**src/rtl/mem_stage_dcache.sv**
```systemverilog
// Memory-stage data cache: direct-mapped, one 32-bit word per line,
// write-through, no-write-allocate. Loads that hit return data in the
// same cycle. Load misses refill the line from backing memory. Every
// store is written through to memory over a req/ack handshake.
module mem_stage_dcache #(
  parameter int DATA_WIDTH     = 32,
  parameter int INDEX_WIDTH    = 4,
  parameter int MEM_CTRL_WIDTH = 3
) (
  input  logic                      clk,
  input  logic                      rst_n,
  input  logic                      valid_m,
  input  logic                      MemRead_m,
  input  logic                      MemWrite_m,
  input  logic [MEM_CTRL_WIDTH-1:0] MemCtrl_m,
  input  logic [DATA_WIDTH-1:0]     ALUResult_m,
  input  logic [DATA_WIDTH-1:0]     WriteData_m,
  output logic [DATA_WIDTH-1:0]     ReadData_m,
  output logic                      stall_req,
  output logic                      mem_req,
  output logic                      mem_we,
  output logic [DATA_WIDTH-1:0]     mem_addr,
  output logic [DATA_WIDTH-1:0]     mem_wdata,
  output logic [3:0]                mem_wstrb,
  input  logic                      mem_ack,
  input  logic [DATA_WIDTH-1:0]     mem_rdata
);

  localparam int LINES     = 1 << INDEX_WIDTH;
  localparam int TAG_WIDTH = DATA_WIDTH - INDEX_WIDTH - 2;

  typedef enum logic [1:0] {IDLE, REFILL, WRITE} state_t;

  state_t state, next_state;

  logic [TAG_WIDTH-1:0]   tag_arr  [LINES];
  logic [DATA_WIDTH-1:0]  data_arr [LINES];
  logic [LINES-1:0]       valid_q;
  logic                   done_q;

  // Request fields captured when a transaction starts, held until ack.
  logic [DATA_WIDTH-1:0]  addr_q;
  logic [DATA_WIDTH-1:0]  wdata_q;
  logic [3:0]             wstrb_q;

  logic [1:0]             offset;
  logic [INDEX_WIDTH-1:0] index;
  logic [TAG_WIDTH-1:0]   tag;
  logic                   hit;
  logic                   access;
  logic [DATA_WIDTH-1:0]  cache_word;
  logic [DATA_WIDTH-1:0]  word_addr;
  logic [7:0]             byte_sel;
  logic [15:0]            half_sel;
  logic [3:0]             st_strb;
  logic [DATA_WIDTH-1:0]  st_wdata;

  logic [INDEX_WIDTH-1:0] h_index;
  logic [TAG_WIDTH-1:0]   h_tag;
  logic                   held_hit;
  logic [DATA_WIDTH-1:0]  merged_word;

  assign offset     = ALUResult_m[1:0];
  assign index      = ALUResult_m[INDEX_WIDTH+1:2];
  assign tag        = ALUResult_m[DATA_WIDTH-1:INDEX_WIDTH+2];
  assign hit        = valid_q[index] && (tag_arr[index] == tag);
  assign access     = valid_m && (MemRead_m || MemWrite_m);
  assign cache_word = data_arr[index];
  assign word_addr  = {ALUResult_m[DATA_WIDTH-1:2], 2'b00};

  assign h_index    = addr_q[INDEX_WIDTH+1:2];
  assign h_tag      = addr_q[DATA_WIDTH-1:INDEX_WIDTH+2];
  assign held_hit   = valid_q[h_index] && (tag_arr[h_index] == h_tag);

  assign mem_req    = (state != IDLE);
  assign mem_we     = (state == WRITE);
  assign mem_addr   = addr_q;
  assign mem_wdata  = wdata_q;
  assign mem_wstrb  = wstrb_q;

  // Select and extend the addressed byte/half of the cached word for loads.
  always_comb begin
    byte_sel = 8'(cache_word >> {offset, 3'b000});
    half_sel = offset[1] ? cache_word[31:16] : cache_word[15:0];
    case (MemCtrl_m)
      3'b000:  ReadData_m = {{24{byte_sel[7]}}, byte_sel};
      3'b001:  ReadData_m = {{16{half_sel[15]}}, half_sel};
      3'b100:  ReadData_m = {24'b0, byte_sel};
      3'b101:  ReadData_m = {16'b0, half_sel};
      default: ReadData_m = cache_word;
    endcase
  end

  // Build byte strobes and lane-replicated store data from the store size.
  always_comb begin
    case (MemCtrl_m[1:0])
      2'b00: begin
        st_strb  = 4'b0001 << offset;
        st_wdata = {4{WriteData_m[7:0]}};
      end
      2'b01: begin
        st_strb  = offset[1] ? 4'b1100 : 4'b0011;
        st_wdata = {2{WriteData_m[15:0]}};
      end
      default: begin
        st_strb  = 4'b1111;
        st_wdata = WriteData_m;
      end
    endcase
  end

  // Merge the strobed bytes of the held store into the resident word.
  always_comb begin
    merged_word = data_arr[h_index];
    for (int i = 0; i < 4; i++) begin
      if (wstrb_q[i]) merged_word[8*i +: 8] = wdata_q[8*i +: 8];
    end
  end

  // Next-state and stall decode; a completed store is released via done_q.
  always_comb begin
    next_state = state;
    stall_req  = 1'b0;
    case (state)
      IDLE: begin
        if (access) begin
          if (MemWrite_m) begin
            if (!done_q) begin
              stall_req  = 1'b1;
              next_state = WRITE;
            end
          end else if (!hit) begin
            stall_req  = 1'b1;
            next_state = REFILL;
          end
        end
      end
      REFILL, WRITE: begin
        stall_req = 1'b1;
        if (mem_ack) next_state = IDLE;
      end
      default: next_state = IDLE;
    endcase
  end

  // State register.
  always_ff @(posedge clk) begin
    if (!rst_n) state <= IDLE;
    else        state <= next_state;
  end

  // Capture the request fields when leaving IDLE so they stay stable.
  always_ff @(posedge clk) begin
    if (!rst_n) begin
      addr_q  <= '0;
      wdata_q <= '0;
      wstrb_q <= '0;
    end else if (state == IDLE) begin
      if (next_state == REFILL) begin
        addr_q  <= word_addr;
        wstrb_q <= '0;
      end else if (next_state == WRITE) begin
        addr_q  <= word_addr;
        wdata_q <= st_wdata;
        wstrb_q <= st_strb;
      end
    end
  end

  // Flag a just-completed store until the pipeline advances past it.
  always_ff @(posedge clk) begin
    if (!rst_n)                            done_q <= 1'b0;
    else if (state == WRITE && mem_ack)    done_q <= 1'b1;
    else if (state == IDLE && !stall_req)  done_q <= 1'b0;
  end

  // Line valid bits, set when a refill completes.
  always_ff @(posedge clk) begin
    if (!rst_n)                          valid_q          <= '0;
    else if (state == REFILL && mem_ack) valid_q[h_index] <= 1'b1;
  end

  // Tag/data arrays: fill on refill ack, merge on a store ack that hits.
  always_ff @(posedge clk) begin
    if (state == REFILL && mem_ack) begin
      tag_arr[h_index]  <= h_tag;
      data_arr[h_index] <= mem_rdata;
    end else if (state == WRITE && mem_ack && held_hit) begin
      data_arr[h_index] <= merged_word;
    end
  end

endmodule
```
**config.mk**
```make
export PLATFORM = sky130hd
export DESIGN_NAME = mem_stage_dcache
export DESIGN_NICKNAME = d
export VERILOG_FILES = /design/src/rtl/mem_stage_dcache.sv
export SDC_FILE = /design/constraint.sdc
export NUM_CORES = 1
export LEC_CHECK = 0
export ABC_AREA = 1
export CAP_MARGIN = 40
export CORE_UTILIZATION = 45
export CTS_CLUSTER_DIAMETER = 50
export DETAILED_ROUTE_END_ITERATION = 16
export PLACE_DENSITY = 0.59
export SYNTH_ARGS = -nofsm -noshare
export SYNTH_HDL_FRONTEND = slang
export SYNTH_SLANG_ARGS = --single-unit
```
**constraint.sdc**
```tcl
create_clock -name clk -period 6 [get_ports clk]
set_input_delay 0.9 -clock clk [delete_from_list [all_inputs] [get_ports clk]]
set_output_delay 0.9 -clock clk [all_outputs]
set_load 0.1 [all_outputs]
```
==> summary.md, run 1 <==
| Metric | Value |
|---|---|
| Outcome | finished, final reports clean |
| Initial antenna violation count | 1 |
| Share of cells above drive strength 1 | 0.105 |
| Synth Area in Simple Gates | 0.155 |
| FP Rows | 118 |
| Synth Area in XOR/XNOR | 0.00149 |
| Final slew viol count | 0 |
| Effective utilization at floorplan | 0.454 |
| Async set-or-reset flop fraction in the synthesized netlist | 0 |
| Post-route minimum period | 5440 ps |
| Detailed placement HPWL | 94900 µm |
| Dominant synthesized flop cell | edfxtp_1 |
| Complex-gate fraction of the synthesized area | 0.148 |
| Switch share | 0.312 |
| Drt wl/cell | 24.3 µm |
| CP max FO | 83 |
| Post-Synth Adder-Cell Area | 0.00160 |
| Final Instance Area | 56400 µm² |
| Clock transition at path regs | 60 ps |
| TritonCTS clock tree | done |
| I/O Pins | 208 |
| Highest clock rate | 0.184 GHz |
| Required time worst endpoint | 5100 ps |
| Layout Utilization | 0.545 |
| WP buf/inv | 4 |
| First-pass GRT wire length | 225000 µm |
| Crit path launch type | input port |
| Clk root buf | clkbuf_16 |
| Crit share post-route | 0.906 |
| Area Overhead vs Synth | 19.9% |
| Post-CTS Setup Inserts | 0 |
| CP max-delay cell | o21ai_2 |
| Setup violators final | 0 |
| Dpl cell area | 52400 µm² |
| Worst hold slack | 466 ps |
| Crit path capture | ReadData_m[19] |
| Endpoints failing hold | 0 |
| Vias per cell | 5.83 |
| Worst rel slew slack | 0.362 |
| Mean Syn Cell Area | 10.1 µm² |
| Die span in y | 325 µm |
| Lkg Pwr | 20.5 nW |
| Yosys reg bits | 1017 |
| Crit path depth | 14 |
| Crit Path Category | input port to output port |
| Vias | 36.9k |
| 1st-iter DRT viols | 4158 |
| FF-to-FF End | data_arr[3][25]$_DFFE_PP_ |
| Vias in the first global route | 34.4k |
| Die area | 106000 µm² |
| Antenna diodes | 0 |
| Post-route ant nets | 0 |
| Max-cap violations | 0 |
| Reg2reg setup slack | 980 ps |
| HP Class | register to register |
| Core area | 103000 µm² |
| CTS Sinks | 1017 |
| CP arrival | 4540 ps |
| YS warnings | 0 |
| Logic gate share of total power | 0.212 |
| RSZ-0062 raised after global routing | false |
| Top delay family on crit path | compound AO/OA/AOI/OAI gates |
| Cells after synthesis | 4639 |
| RePlAce Congestion | 0.888 |
| Count of flip-flops with a built-in enable after synthesis | 928 |
| Max clock buf depth | 3 |
| Worst Setup SP | ALUResult_m[3] |
| Clock network power share | 0.369 |
| Gr ovfl total | 0 |
| Post-Route WL | 154000 µm |
| Design internal power | 13.8 mW |
| CTS Buf Count | 118 |
| Worst Max-Slew Pin Slew | 957 ps |
| Largest net degree at the start of global routing | 161 |
| Layout Nets | 4958 |
| Mapped Area | 47000 µm² |
| Final setup TNS | 0 ps |
| Worst-path cell chain | clkbuf_8 -> inv_8 -> buf_4 -> o21ai_0 -> o221ai_1 -> nand3_1 -> nand2_1 -> o21ai_0 -> nor2_1 -> nor2_1 -> nor2_1 -> o21ai_2 -> o21ai_0 -> buf_12 |
| CP Capture Type | output port |
| Htree depth | 3 |
| Largest family of logic cells by synthesized area | simple AND/OR/NAND/NOR gates |
| PwrDens | 355 nW/µm² |
| Final routed DRC violation total | 0 |
| Hold buffer count at CTS | 0 |
| Worst Clk Skew | 43.5 ps |
| Sequential area share after synthesis | 0.631 |
| Worst skew pair latency | 710 ps |
| Max VDD drop | 0.258 mV |
| R2R depth | 15 |
| CTS resizes | 0 |
| Yosys cell types | 48 |
| Switching power total | 6.24 mW |
| Width of the die | 325 µm |
| Delay of the slowest critical-path stage | 620 ps |
| Total GRT Usage | 0.285 |
| # port buffers | 205 |
| Proportion of synthesized area in mux cells | 0 |
| DRT Pass-1 Iters | 6 |
| Sequential share of power | 0.420 |
[logic make-up (layout without fill, tap and decap cells)]
logic type,count (synthesis),count (layout)
buf+inv,712,1022
compound gates,1181,1181
simple gates,1714,1714
fa+ha+maj,6,6
other cells,1,2
xor+xnor,8,8
flops,1017,1017
[power by group through the flow]
stage | Sequential, mW | Combinational, mW | Clock [mW]
after floorplan | 8.97 | 2.01 | 0
after global placement | 8.54 | 3.81 | 0
after detailed placement | 8.55 | 4.19 | 0
after CTS | 8.40 | 4.21 | 7.45
after global routing | 8.43 | 4.49 | 7.73
final | 8.40 | 4.24 | 7.37
[how the worst min path moves through the flow]
stage / startpoint / to / slack (ps) / cells after the start
6_report: done_q$_SDFFE_PN0P_ / done_q$_SDFFE_PN0P_ / 470 / 2
4_1_cts: done_q$_SDFFE_PN0P_ / done_q$_SDFFE_PN0P_ / 470 / 2
3_5_place_dp: valid_q[5]$_SDFFE_PN0P_ / valid_q[5]$_SDFFE_PN0P_ / 460 / 1
5_1_grt: done_q$_SDFFE_PN0P_ / done_q$_SDFFE_PN0P_ / 500 / 2
3_3_place_gp: valid_q[13]$_SDFFE_PN0P_ / valid_q[13]$_SDFFE_PN0P_ / 450 / 1
2_1_floorplan: done_q$_SDFFE_PN0P_ / done_q$_SDFFE_PN0P_ / 440 / 2
[area by class of cell]
type	count	area [µm²]
clock buffer	143	3140
clock inverter	80	881
inverter	377	1430
timing repair buffer	422	5040
fill	8879	47100
multi-input combinational	2911	14500
tap	1380	1730
sequential	1017	29700
[Yosys cell counts, drive strengths merged, types with 4 or more instances]
library cell	count	area, µm²
edfxtp	928	27900
nand2	738	2770
o21ai	521	2610
nand3	471	2410
nor2	440	1670
inv	374	1400
a21oi	275	1380
buf	178	990
o211ai	178	1340
clkbuf	157	591
o221ai	105	926
dfxtp	89	1780
o22ai	44	275
or2	42	263
a31oi	21	131
o21a	16	120
nand4	10	62.6
a21o	7	52.6
nand3b	7	52.6
ha	6	75.1
xnor2	6	52.6
a221oi	4	35.0
[layout by cell type (no fill, tap or decap), types with 4 or more instances in the layout]
master           netlist  layout
o221ai_1             104     104
nand3_4                4       4
a31oi_1               21      21
nand4_1               10      10
a221oi_1               4       4
inv_1                371     370
o22ai_1               44      44
buf_8                  0      48
ha_1                   6       6
nand2_1              738     737
nor2_4                 3      20
inv_6                  0      14
a21o_1                 7       7
clkbuf_16              0     120
buf_16                 0      20
xnor2_1                6       6
nand3_1              467     467
clkbuf_8               0       6
clkdlybuf4s50_1        0     165
o211ai_1             177     177
bufinv_16              0      15
clkinv_2               0      20
o21ai_0              495     495
buf_4                 18     131
or2_2                 42      42
nor2_1               437     420
clkbuf_1             156      18
o21ai_1               25      25
buf_12                 0      55
o21a_1                16      16
dfxtp_1               89      86
edfxtp_1             928     928
clkinvlp_4             0       7
a21oi_1              275     275
nand3b_1               7       7
clkinv_1               3      21
[tightest hold or removal path: cells and delay by family (launching register included)]
kind | cells | cell delay, ps
AOI/OAI and AO/OA | 1 | 50
DFF | 1 | 310
and+or+nand+nor | 1 | 60
[through the flow]
stage | cells | power (mW) | setup WS (ps)
6_report | 6330 | 20.0 | 561
5_1_grt | 6330 | 20.7 | 402
4_1_cts | 6329 | 20.1 | 761
3_5_place_dp | 6106 | 12.7 | 701
3_3_place_gp | 6007 | 12.4 | 796
2_1_floorplan | 4640 | 11.0 | 290
[registers in the layout, indices dropped and copies added (netlist names), named ones only]
signal     cells
mem_wstrb      4
mem_addr      30
tag_arr      416
mem_wdata     32
valid_q       16
done_q         1
data_arr     512
state          2
[per-layer routing]
| layer | vias up | share of wire | GRT usage |
|---|---|---|---|
| met5 | - | 0 | 0 |
| met4 | 0 | 0.041 | 0.121 |
| met2 | 1806 | 0.47 | 0.463 |
| met3 | 294 | 0.081 | 0.0404 |
| met1 | 17900 | 0.41 | 0.384 |
| li1 | 16900 | - | - |
(Power assumes the default switching activity.)
==> inputs of run 2 (changes only) <==
--- a/config.mk
+++ b/config.mk
@@ -6,11 +6,11 @@
 export NUM_CORES = 1
 export LEC_CHECK = 0
 export ABC_AREA = 1
-export CAP_MARGIN = 40
 export CORE_UTILIZATION = 45
 export CTS_CLUSTER_DIAMETER = 50
 export DETAILED_ROUTE_END_ITERATION = 16
 export PLACE_DENSITY = 0.59
+export SLEW_MARGIN = 10
 export SYNTH_ARGS = -nofsm -noshare
 export SYNTH_HDL_FRONTEND = slang
 export SYNTH_SLANG_ARGS = --single-unit
==> run 2 against run 1 <==
  * Sequential power barely moved
  * Critical path depth is the same
  * Power shrank 1.7%
  * Die area is the same
  * Clock power is essentially flat
  * Critical path type unchanged
  * Critical endpoint unchanged
  * Largest cell class unchanged
==> summary.md, run 2 (same netlist as run 1, synthesis figures left out) <==
| Metric | Value |
|---|---|
| CP arrival | 4420 ps (-120 ps) |
| Post-CTS Setup Inserts | 0 (unchanged) |
| Max VDD drop | 0.246 mV (-4.8%) |
| HP Class | register to register |
| DRT Pass-1 Iters | 5 (-1) |
| Final slew viol count | 0 (unchanged) |
| Grt met3 use | 0.0433 (+0.00293) |
| 1st-iter DRT viols | 4213 (+1.3%) |
| CTS Sinks | 1017 (unchanged) |
| RSZ-0062 raised after global routing | false |
| # fillers | 9052 (+1.9%) |
| Effective utilization at floorplan | 0.454 (unchanged) |
| Outcome | finished, final reports clean |
| Layout Nets | 4858 (-2.0%) |
| FP Rows | 118 (unchanged) |
| Final routed DRC violation total | 0 (unchanged) |
| Post-route minimum period | 5320 ps (-120 ps) |
| # port buffers | 205 (unchanged) |
| Clock transition at path regs | 60 ps (about the same) |
| Most frequent cells in the layout | 928 x edfxtp_1, 737 x nand2_1, 495 x o21ai_0 |
| Final setup TNS | 0 ps (unchanged) |
| Worst skew pair latency | 730 ps (+20 ps) |
| TritonCTS clock tree | done |
| Worst Clk Skew | 53.1 ps (+9.61 ps) |
| Setup violators final | 0 (unchanged) |
| Top Usage Layer GRT | met2 |
| PwrDens | 358 nW/µm² (+0.93%) |
| Commonest non-fill, non-tap cell in the layout | edfxtp_1 |
| First-pass GRT wire length | 223000 µm (-1.0%) |
| Total GRT Usage | 0.282 (-0.00300) |
| Area Overhead vs Synth | 16.8% |
| Crit share post-route | 0.886 (-0.0201) |
| Multi-input logic area | 14500 µm² (unchanged) |
| Crit path launch type | input port |
| Post-route ant nets | 0 (unchanged) |
| Worst rel slew slack | 0.211 (-0.150) |
| Vias | 36.4k (-1.3%) |
| Max clock buf depth | 3 (unchanged) |
| Lkg Pwr | 19.7 nW (-3.9%) |
| Htree depth | 3 (unchanged) |
| Worst Slack Setup Final | 682 ps (+120 ps) |
| Die area | 106000 µm² (unchanged) |
| Drt wl/cell | 24.5 µm (+0.88%) |
| Detailed placement HPWL | 93700 µm (-1.3%) |
| CP max FO | 83 (unchanged) |
| Placement Setup Slack | 709 ps (+8.17 ps) |
| Register Area | 29700 µm² (unchanged) |
| Largest register FFs | 512 (unchanged) |
| Hold buffer count at CTS | 0 (unchanged) |
| Vias in the first global route | 34.1k (-1.1%) |
| Antenna diodes | 0 (unchanged) |
| Vias per cell | 5.84 (+0.26%) |
| Met2 Use GR | 0.455 (-0.00765) |
| I/O Pins | 208 (unchanged) |
| Required time worst endpoint | 5100 ps (about the same) |
| Gr ovfl total | 0 (unchanged) |
| M1 GR Usage | 0.376 (-0.00762) |
| Post-Route WL | 153000 µm (-0.70%) |
| Die span in y | 325 µm (unchanged) |
| Largest net degree at the start of global routing | 161 (unchanged) |
| RePlAce Congestion | 0.888 (unchanged) |
| Initial antenna violation count | 1 (unchanged) |
| Worst Max-Slew Pin Slew | 1180 ps (+225 ps) |
| Highest clock rate | 0.188 GHz (+2.3%) |
| CTS Buf Count | 118 (unchanged) |
| CP Capture Type | output port |
| Endpoints failing hold | 0 (unchanged) |
| Max-cap violations | 0 (unchanged) |
| CTS resizes | 0 (unchanged) |
| Top reg by flops | data_arr |
| Crit Path Category | input port to output port |
| Width of the die | 325 µm (unchanged) |
| Clk root buf | clkbuf_16 |
| Share of cells above drive strength 1 | 0.0884 (-0.0170) |
| Core area | 103000 µm² (unchanged) |
[run 2: path summary, 6_finish.rpt]
check | slack, ps | cells past startpoint | endpoint | start
setup / recovery | 680 | 14 | ReadData_m[19] | ALUResult_m[3]
hold / removal | 470 | 1 | valid_q[13]$_SDFFE_PN0P_ | valid_q[13]$_SDFFE_PN0P_
setup reg to reg | 930 | 15 | data_arr[4][25]$_DFFE_PP_ | register
hold reg to reg | 470 | 1 | valid_q[13]$_SDFFE_PN0P_ | valid_q[13]$_SDFFE_PN0P_
[run 2: worst max-delay path: stages]
cell and delay, ps:
clkbuf_8 310, inv_8 200, buf_4 400, o21ai_0 110, o221ai_1 110, nand3_1 160
nand2_1 160, o21ai_0 290, nor2_1 70, nor2_1 140, nor2_1 80, o21ai_2 600
o21ai_0 400, buf_12 270
[run 2: area by class of cell]
| type | instances | share of cell area |
|---|---|---|
| Multi-Input combinational cell | 2911 | 0.264 |
| Timing Repair Buffer | 322 | 0.0643 |
| Clock inverter | 83 | 0.0169 |
| Inverter | 377 | 0.0261 |
| Sequential cell | 1017 | 0.540 |
| Tap cell | 1380 | 0.0314 |
| Clock buffer | 141 | 0.0568 |
[run 2: per-layer routing]
layer | up-vias | share of wire
li1 | 16700 | -
met1 | 17800 | 0.41
met2 | 1557 | 0.47
met3 | 357 | 0.074
met4 | 0 | 0.046
met5 | - | 0
[run 2: per-stage QoR]
step	cell area (µm²)	hold slack, ps	utilization	power [mW]	cells
floorplan	47000	439	-	11.0	4640
global placement	50900	448	0.491	12.4	6007
detailed placement	50900	460	0.491	12.4	6007
CTS	54900	470	0.531	19.7	6231
global route	54900	502	0.531	20.3	6231
finish	54900	470	0.531	19.7	6231
[run 2: power by group]
part / switching, mW / leakage, nW / total (mW) / internal (mW)
registers: 0.374 / 9.11 / 8.40 / 8.03
logic: 2.81 / 8.69 / 3.88 / 1.07
clock network: 3.01 / 1.91 / 7.39 / 4.37
total: 6.20 / 19.7 / 19.7 / 13.5
